File: src/rtl/rca_seq_ctrl_if.sv
//------------------------------------------------------------------------------
// Module  : rca_seq_ctrl_if
// Brief   : Request/response handshake and external 4-bit slice port bundle.
// Revision: 1.0
//------------------------------------------------------------------------------
`default_nettype none
`timescale 1ns/1ps

interface rca_seq_ctrl_if #(
   parameter int NIB = 4
);
   localparam int W = 4 * NIB;

   logic          in_valid;
   logic          in_ready;
   logic [W-1:0]  op_a;
   logic [W-1:0]  op_b;
   logic          op_cin;
   logic [3:0]    slc_a;
   logic [3:0]    slc_b;
   logic          slc_cin;
   logic [3:0]    slc_sum;
   logic          slc_cout;
   logic          out_valid;
   logic          out_ready;
   logic [W-1:0]  res_sum;
   logic          res_cout;
   logic          busy;

   modport slave (
      input  in_valid, op_a, op_b, op_cin, slc_sum, slc_cout, out_ready,
      output in_ready, slc_a, slc_b, slc_cin, out_valid, res_sum, res_cout, busy
   );

   modport master (
      output in_valid, op_a, op_b, op_cin, slc_sum, slc_cout, out_ready,
      input  in_ready, slc_a, slc_b, slc_cin, out_valid, res_sum, res_cout, busy
   );
endinterface

`default_nettype wire

File: src/rtl/rca_seq_ctrl.sv
//------------------------------------------------------------------------------
// Module  : rca_seq_ctrl
// Brief   : Sequences a W-bit add through an external 4-bit adder slice.
// Revision: 1.0
//------------------------------------------------------------------------------
`default_nettype none
`timescale 1ns/1ps

module rca_seq_ctrl #(
   parameter int NIB = 4
) (
   input  logic           clk,
   input  logic           rst_n,
   rca_seq_ctrl_if.slave  bus
);
   localparam int W    = 4 * NIB;
   localparam int IDXW = (NIB > 1) ? $clog2(NIB) : 1;
   localparam logic [IDXW-1:0] IDX_LAST = IDXW'(NIB - 1);

   localparam logic [1:0] S_IDLE = 2'd0;
   localparam logic [1:0] S_RUN  = 2'd1;
   localparam logic [1:0] S_DONE = 2'd2;

   logic [1:0]      state_q, state_d;
   logic [IDXW-1:0] idx_q,   idx_d;
   logic            carry_q, carry_d;
   logic [W-1:0]    a_q,     a_d;
   logic [W-1:0]    b_q,     b_d;
   logic [W-1:0]    sum_q,   sum_d;
   logic            cout_q,  cout_d;

   logic [IDXW+1:0] bit_base;
   logic [3:0]      slc_a;
   logic [3:0]      slc_b;
   logic            slc_cin;

   assign bit_base = {idx_q, 2'b00};

   always_comb begin
      slc_a   = 4'h0;
      slc_b   = 4'h0;
      slc_cin = 1'b0;
      if (state_q == S_RUN) begin
         slc_a   = a_q[bit_base +: 4];
         slc_b   = b_q[bit_base +: 4];
         slc_cin = carry_q;
      end
   end

   always_comb begin
      state_d = state_q;
      idx_d   = idx_q;
      carry_d = carry_q;
      a_d     = a_q;
      b_d     = b_q;
      sum_d   = sum_q;
      cout_d  = cout_q;
      case (state_q)
         S_IDLE: begin
            if (bus.in_valid) begin
               a_d     = bus.op_a;
               b_d     = bus.op_b;
               carry_d = bus.op_cin;
               idx_d   = '0;
               sum_d   = '0;
               cout_d  = 1'b0;
               state_d = S_RUN;
            end
         end
         S_RUN: begin
            sum_d[bit_base +: 4] = bus.slc_sum;
            carry_d              = bus.slc_cout;
            if (idx_q == IDX_LAST) begin
               cout_d  = bus.slc_cout;
               idx_d   = '0;
               state_d = S_DONE;
            end else begin
               idx_d = idx_q + 1'b1;
            end
         end
         S_DONE: begin
            // Result is held until the consumer takes it.
            if (bus.out_ready) begin
               state_d = S_IDLE;
            end
         end
         default: begin
            state_d = S_IDLE;
         end
      endcase
   end

   always_ff @(posedge clk or negedge rst_n) begin
      if (!rst_n) begin
         state_q <= S_IDLE;
         idx_q   <= '0;
         carry_q <= 1'b0;
         a_q     <= '0;
         b_q     <= '0;
         sum_q   <= '0;
         cout_q  <= 1'b0;
      end else begin
         state_q <= state_d;
         idx_q   <= idx_d;
         carry_q <= carry_d;
         a_q     <= a_d;
         b_q     <= b_d;
         sum_q   <= sum_d;
         cout_q  <= cout_d;
      end
   end

   assign bus.in_ready  = (state_q == S_IDLE);
   assign bus.busy      = (state_q != S_IDLE);
   assign bus.out_valid = (state_q == S_DONE);
   assign bus.slc_a     = slc_a;
   assign bus.slc_b     = slc_b;
   assign bus.slc_cin   = slc_cin;
   assign bus.res_sum   = sum_q;
   assign bus.res_cout  = cout_q;

endmodule

`default_nettype wire

File: src/flat_wrapper.sv
// flat-port wrapper written by rule: the top's interface ports become plain ports
module rca_seq_ctrl_flat 
#(
   parameter int NIB = 4
)
  (clk, rst_n, bus_in_valid, bus_op_a, bus_op_b, bus_op_cin, bus_slc_sum, bus_slc_cout, bus_out_ready, bus_in_ready, bus_slc_a, bus_slc_b, bus_slc_cin, bus_out_valid, bus_res_sum, bus_res_cout, bus_busy);
  rca_seq_ctrl_if #(.NIB(NIB)) bus_i ();
  input  logic clk;
  input  logic rst_n;
  input wire logic [$bits(bus_i.in_valid)-1:0] bus_in_valid;
  input wire logic [$bits(bus_i.op_a)-1:0] bus_op_a;
  input wire logic [$bits(bus_i.op_b)-1:0] bus_op_b;
  input wire logic [$bits(bus_i.op_cin)-1:0] bus_op_cin;
  input wire logic [$bits(bus_i.slc_sum)-1:0] bus_slc_sum;
  input wire logic [$bits(bus_i.slc_cout)-1:0] bus_slc_cout;
  input wire logic [$bits(bus_i.out_ready)-1:0] bus_out_ready;
  output wire logic [$bits(bus_i.in_ready)-1:0] bus_in_ready;
  output wire logic [$bits(bus_i.slc_a)-1:0] bus_slc_a;
  output wire logic [$bits(bus_i.slc_b)-1:0] bus_slc_b;
  output wire logic [$bits(bus_i.slc_cin)-1:0] bus_slc_cin;
  output wire logic [$bits(bus_i.out_valid)-1:0] bus_out_valid;
  output wire logic [$bits(bus_i.res_sum)-1:0] bus_res_sum;
  output wire logic [$bits(bus_i.res_cout)-1:0] bus_res_cout;
  output wire logic [$bits(bus_i.busy)-1:0] bus_busy;
  assign bus_i.in_valid = bus_in_valid;
  assign bus_i.op_a = bus_op_a;
  assign bus_i.op_b = bus_op_b;
  assign bus_i.op_cin = bus_op_cin;
  assign bus_i.slc_sum = bus_slc_sum;
  assign bus_i.slc_cout = bus_slc_cout;
  assign bus_i.out_ready = bus_out_ready;
  assign bus_in_ready = bus_i.in_ready;
  assign bus_slc_a = bus_i.slc_a;
  assign bus_slc_b = bus_i.slc_b;
  assign bus_slc_cin = bus_i.slc_cin;
  assign bus_out_valid = bus_i.out_valid;
  assign bus_res_sum = bus_i.res_sum;
  assign bus_res_cout = bus_i.res_cout;
  assign bus_busy = bus_i.busy;
  rca_seq_ctrl #(.NIB(NIB)) u_core (.clk(clk), .rst_n(rst_n), .bus(bus_i));
endmodule
File: config.mk
export PLATFORM = sky130hd
export DESIGN_NAME = rca_seq_ctrl_flat
export DESIGN_NICKNAME = d
export VERILOG_FILES = /design/src/rtl/rca_seq_ctrl_if.sv /design/src/rtl/rca_seq_ctrl.sv /design/src/flat_wrapper.sv
export SDC_FILE = /design/constraint.sdc
export NUM_CORES = 1
export LEC_CHECK = 0
export ABC_AREA = 1
export CORE_UTILIZATION = 49
export DETAILED_ROUTE_END_ITERATION = 16
export GPL_TIMING_DRIVEN = 0
export MAX_ROUTING_LAYER = met4
export PLACE_DENSITY = 0.8
export SYNTH_ARGS = -nofsm -noshare
export SYNTH_HDL_FRONTEND = slang
export SYNTH_SLANG_ARGS = --single-unit
File: constraint.sdc
create_clock -name clk -period 2 [get_ports clk]
set_input_delay 0.4 -clock clk [delete_from_list [all_inputs] [get_ports clk]]
set_output_delay 0.4 -clock clk [all_outputs]
set_load 0.01 [all_outputs]
==> results.json, run 1 <==
{
  "clk_latency_ns": 0.31,
  "nets": 449,
  "finClkSkew_ns": 0.00579,
  "crit_type": "register to output pin",
  "drc": 0,
  "grt_max_degree": 41,
  "post-place-ws_ns": -0.221,
  "synthToLayoutAreaGrowth_pct": 34.4,
  "max-slew-margin-rel_pct": 72.2,
  "multi_input_area_mm2": 0.00117,
  "place.gp.congestion": 0.821,
  "port_buffers": 70,
  "synth_ff_type": "dfrtp_1",
  "h-tree-depth": 2,
  "slew_violations": 0,
  "worst_pin_slew_ns": 0.413,
  "placed_cells": 461,
  "cts_buffers": 5,
  "intPower_mw": 3.15,
  "synth_cell_type_count": 24,
  "clkPwrFrac_pct": 13.3,
  "hold_start": "u_core.carry_q",
  "cts_sinks": 54,
  "synth-edff-count": 0,
  "synth_area_leaders": "dfrtp_1 (48%), o21ai_2 (10%), nand2_1 (9.7%)",
  "ys_seq_area_share_pct": 48.0,
  "die_h_um": 77.8,
  "p_per_area_mw_per_mm2": 1430,
  "netlist_area_mm2": 0.00282,
  "ant_nets": 0,
  "timing.hold.ws_ns": 0.505,
  "final_hold_viol_count": 0,
  "synth_warnings": 0,
  "pwr-share-seq_pct": 31.6,
  "yosysTopAreaCellShare_pct": 48.0,
  "syn_inst": 318,
  "p_comb_share_pct": 55.1,
  "rr_startpoint": "u_core.idx_q[0]",
  "netlist_top_cells_count": "nand2_1 (73), dfrtp_1 (54), inv_1 (42)",
  "ir_worst_vdd_mv": 0.720,
  "num_antenna_cells": 0,
  "antenna_found_initial": 0,
  "drtIter0Drc": 147,
  "drv_cap": 0,
  "cp_data_arrival_time_ns": 1.54,
  "grt_pass1_vias": 2340,
  "setup.worst_path.start_class": "register",
  "cts_buffer_depth": 2,
  "cp_cell_sequence": "inv_2 > nand2_2 > buf_6 > a21oi_1 > clkdlybuf4s15_2",
  "p_sw_share_pct": 41.7,
  "fill_cells": 433,
  "initial_core_util_pct": 51.1,
  "p_leak_nw": 1.80,
  "seqCellArea_mm2": 0.00136,
  "dpl.hpwl_um": 4660,
  "setup_viol": 0,
  "crit_fanout": 10,
  "p_switching_mw": 2.26,
  "synth_async_sr_flop_share_pct": 100,
  "drt-wirelength-per-cell_um": 13.2,
  "wl_um": 6260,
  "first_pass_iters": 4,
  "fin_ws_ns": 0.0593,
  "clkSlewWorstSetupHoldPaths_ns": 0.09,
  "fmax_mhz": 515,
  "yosysTopAreaCell": "dfrtp_1",
  "max_stage_delay_ns": 0.46,
  "synth_nets": 366,
  "end_kind": "output pin",
  "crit_required_ns": 1.60,
  "die_x_um": 77.8,
  "post-route-period-util_pct": 97.0,
  "hold_path_class": "register to register",
  "fin_cells": 474,
  "grt_overflow_total": 0,
  "cts-root-buf": "clkbuf_8",
  "pin_count": 71,
  "via_per_inst": 5.05,
  "status": "finished clean",
  "startpoint": "u_core.state_q[1]",
  "cts_tree": "done",
  "synth.avg_cell_area_um2": 8.85,
  "cpMaxStageDelayCell": "dfrtp_2",
  "core_area_mm2": 0.00551,
  "vias": 2394,
  "grt_usage_pct": 23.3,
  "die_area_mm2": 0.00605,
  "synth.most_common_cell": "nand2_1",
  "ys_seq_elements": 54,
  "grt_pass1_wl_um": 10600,
  "period_minus_slack_ns": 1.94,
  "fp-row-count": 27,
  "drive_above_1_share_pct": 25.6
}
## worst paths after layout
check	cells past startpoint	end	slack [ns]
worst max-delay path	5	bus_slc_b[0]	0.06
worst min-delay path	2	u_core.carry_q	0.50
worst max register to register	6	u_core.bus.res_sum[3]	0.33
worst min register to register	2	u_core.carry_q	0.50
max in group asynchronous	3	u_core.idx_q[0]	0.96
min in group asynchronous	2	u_core.b_q[13]	0.51
## power groups by stage
stage	clock network [mW]	registers (mW)	logic (mW)
3_5_place_dp	0	1.73	2.93
4_1_cts	0.728	1.71	2.98
6_report	0.719	1.71	2.99
2_1_floorplan	0	1.72	1.91
3_3_place_gp	0	1.71	2.86
5_1_grt	0.778	1.75	3.32
## layout by cell type (no fill, tap or decap), types with 3 or more instances in the layout
cell	count
clkbuf_8	6
ha_1	6
buf_6	8
inv_1	40
clkdlybuf4s50_1	60
clkbuf_2	6
dfrtp_1	51
o21ai_1	3
nand2_2	18
a21oi_1	8
nor2_1	3
buf_4	7
inv_2	4
nand3_1	34
o21ai_2	32
nand2_1	72
dfrtp_2	3
nor2_4	3
nand4_1	5
o21ai_0	13
## cell type report
class                   instances  area share [%]
clock buffers                   5            1.82
flip-flops and latches         54            35.8
multi-input cells             204            30.9
repair buffers                 76            19.1
clock inverters                 3            1.06
well taps                      72            2.38
plain buffers                  15            4.33
inverters                      45            4.60
## metrics by stage
step                      area, um^2  power, mW  setup TNS, ns  utilization (%)
after floorplan                 2820       3.64              0                -
after global placement          3610       4.57         -58.34             65.5
after detailed placement        3620       4.66          -1.68             65.8
after CTS                       3780       5.42              0             68.7
after global routing            3780       5.85       -0.00133             68.7
final                           3780       5.42              0             68.7
## repair_timing
| action | in CTS | in global routing |
|---|---|---|
| hold endpoints to repair | 14 | 0 |
| hold buffers | 1 | 0 |
| endpoints found under the setup margin | 9 | 9 |
| setup buffers | 2 | 2 |
| resized for setup | 31 | 18 |
## metal layers
layer | up-vias | wire length [um] | global-route usage [%]
met5 | - | 0 | -
met2 | 64 | 3130 | 38.3
met4 | 0 | 117 | 8.49
met3 | 12 | 269 | 3.41
met1 | 1137 | 2750 | 29.2
li1 | 1181 | - | -
## registers in the layout (all words and copies together), names as in the netlist
signal,count
u_core.state_q,2
u_core.carry_q,1
u_core.bus.res_cout,1
u_core.idx_q,2
u_core.bus.res_sum,16
u_core.b_q,16
u_core.a_q,16
## critical path, delay by kind of cell (launching register included)
kind	cells	cell delay, ns
compound gates	1	0.15
buf+inv	3	0.52
flops	1	0.46
simple gates	1	0.10
## cells by family (layout without fill, tap and decap cells)
| logic type | count (synthesis) | in the layout | share of synthesized area (%) |
|---|---|---|---|
| fa+ha+maj | 6 | 6 | 2.67 |
| buf+inv | 60 | 144 | 10.7 |
| flops | 54 | 54 | 48.0 |
| compound gates | 58 | 58 | 14.7 |
| simple gates | 140 | 140 | 24.0 |
(Power assumes the default switching activity.)
==> run 2, diff against run 1 <==
--- a/config.mk
+++ b/config.mk
@@ -11,6 +11,7 @@
 export GPL_TIMING_DRIVEN = 0
 export MAX_ROUTING_LAYER = met4
 export PLACE_DENSITY = 0.8
+export SETUP_SLACK_MARGIN = 0.5
 export SYNTH_ARGS = -nofsm -noshare
 export SYNTH_HDL_FRONTEND = slang
 export SYNTH_SLANG_ARGS = --single-unit
==> results.json, run 2 (same netlist as run 1, synthesis figures left out) <==
{
  "finalSetupTns_ns": 0,
  "die_x_um": 77.8,
  "max-slew-margin-rel_pct": 54.7,
  "synthToLayoutAreaGrowth_pct": 49.1,
  "post-route-period-util_pct": 95.8,
  "first_pass_iters": 4,
  "slew_violations": 0,
  "finalPower_mw": 6.46,
  "vias": 2624,
  "status": "finished clean",
  "place.gp.congestion": 0.805,
  "grt_pass1_wl_um": 12100,
  "wl_um": 7710,
  "core_area_mm2": 0.00551,
  "cp.depth": 6,
  "drc": 0,
  "clk_latency_ns": 0.31,
  "rr_startpoint": "u_core.idx_q[0]",
  "cp_cell_sequence": "inv_4 > clkbuf_8 > nand2_2 > nand3_2 > a21oi_2 > buf_2",
  "rsz0062_at_grt": "yes",
  "grt_overflow_total": 0,
  "cts_sinks": 54,
  "cts-root-buf": "clkbuf_8",
  "timing.hold.ws_ns": 0.123,
  "fill_cells": 353,
  "h-tree-depth": 2,
  "final_hold_viol_count": 0,
  "drtIter0Drc": 163,
  "grt_pass1_vias": 2674,
  "worst_pin_slew_ns": 0.680,
  "p_sw_share_pct": 43.6,
  "nets": 472,
  "cp_data_arrival_time_ns": 1.52,
  "intPower_mw": 3.64,
  "end_kind": "output pin",
  "postCtsHoldBufs": 0,
  "die_area_mm2": 0.00605,
  "ir_worst_vdd_mv": 0.728,
  "num_antenna_cells": 0,
  "crit_fanout": 7,
  "finClkSkew_ns": 0.00813,
  "crit_buf_inv": 3,
  "setup.worst_path.start_class": "register",
  "period_minus_slack_ns": 1.92,
  "drt-wirelength-per-cell_um": 15.5,
  "via_per_inst": 5.28,
  "port_buffers": 70,
  "cts_tree": "done",
  "clkPwrFrac_pct": 9.8,
  "pin_count": 71,
  "grt_usage_pct": 26.7,
  "pwr-share-seq_pct": 26.3,
  "p_leak_nw": 2.04,
  "max_stage_delay_ns": 0.49,
  "r2r_slack_ns": 0.30,
  "final_cell_mix": "nand2_1 (52), dfrtp_1 (51), clkdlybuf4s50_1 (40)",
  "dpl.hpwl_um": 4480,
  "timing.rr.end": "u_core.bus.res_sum[0]",
  "die_h_um": 77.8,
  "antenna_found_initial": 0,
  "cts_buffers": 5,
  "fp-row-count": 27,
  "cts_buffer_depth": 2,
  "hold_path_class": "input port to asynchronous set/reset pin",
  "drv_cap": 0,
  "fmax_mhz": 522,
  "crit_required_ns": 1.60,
  "layout_commonest_cell": "nand2_1",
  "p_comb_share_pct": 63.9,
  "drive_above_1_share_pct": 42.6,
  "r2r_cells": 8,
  "cpMaxStageDelayCell": "dfrtp_2",
  "cp_top_family": "flip-flops",
  "setup_viol": 0,
  "multi_input_area_mm2": 0.00138,
  "seqCellArea_mm2": 0.00136,
  "clkSlewWorstSetupHoldPaths_ns": 0.09,
  "p_switching_mw": 2.82,
  "p_per_area_mw_per_mm2": 1540,
  "ant_nets": 0,
  "initial_core_util_pct": 51.1,
  "crit_type": "register to output pin",
  "grt_max_degree": 30
}
-- run 2: how the worst max path moves through the flow --
| stage | start | to | slack (ns) |
|---|---|---|---|
| 3_5_place_dp | u_core.idx_q[0] | bus_slc_a[2] | -0.24 |
| 5_1_grt | u_core.idx_q[0] | bus_slc_a[2] | 0.05 |
| 3_3_place_gp | rst_n | u_core.bus.res_sum[6] | -1.04 |
| 6_report | u_core.idx_q[0] | bus_slc_b[3] | 0.08 |
| 2_1_floorplan | u_core.idx_q[0] | bus_slc_a[0] | 0.51 |
| 4_1_cts | u_core.idx_q[0] | bus_slc_b[3] | 0.16 |
-- run 2: metal layers --
| layer | GRT usage [%] | up-vias | share of wire [%] |
|---|---|---|---|
| li1 | - | 1230 | - |
| met1 | 32.7 | 1269 | 43 |
| met2 | 43.0 | 95 | 49 |
| met3 | 4.59 | 30 | 4.2 |
| met4 | 12.5 | 0 | 3.8 |
| met5 | - | - | 0 |
-- run 2: final cells by class --
type / count / area share [%]
tap: 72 / 2.15
clock buffer: 7 / 2.06
multi-input combinational: 204 / 32.8
sequential: 54 / 32.3
buffer: 15 / 4.41
inverter: 45 / 4.38
timing repair buffer: 99 / 21.8
clock inverter: 1 / 0.119
-- run 2: power groups by stage --
stage / Combinational (mW) / Sequential, mW / Clock, mW
2_1_floorplan: 1.92 / 1.72 / 0
3_3_place_gp: 2.86 / 1.71 / 0
3_5_place_dp: 2.91 / 1.73 / 0
4_1_cts: 3.65 / 1.69 / 0.633
5_1_grt: 4.45 / 1.74 / 0.685
6_report: 4.13 / 1.70 / 0.632
-- run 2: worst reg2reg max path: cells and delay by family, from the launching register on --
family          cells  cell delay (ns)
fa+ha+maj           1             0.28
flops               1             0.49
simple gates        1             0.10
buf+inv             5             0.55
compound gates      1             0.20
-- run 2: what timing repair did --
action,CTS,global route
resized for setup,142,33
endpoints found under the setup margin,46,29
pin swaps,13,15
gates cloned,3,0
setup buffers,17,8
-- run 2: metrics by stage --
stage               cell area [um^2]  setup slack, ns  utilization (%)  std cells
finish                          4200           0.0849             76.2        497
global route                    4200           0.0502             76.2        497
floorplan                       2820            0.511                -        318
detailed placement              3620           -0.239             65.8        461
global placement                3610            -1.04             65.5        460
CTS                             4040            0.162             73.3        489
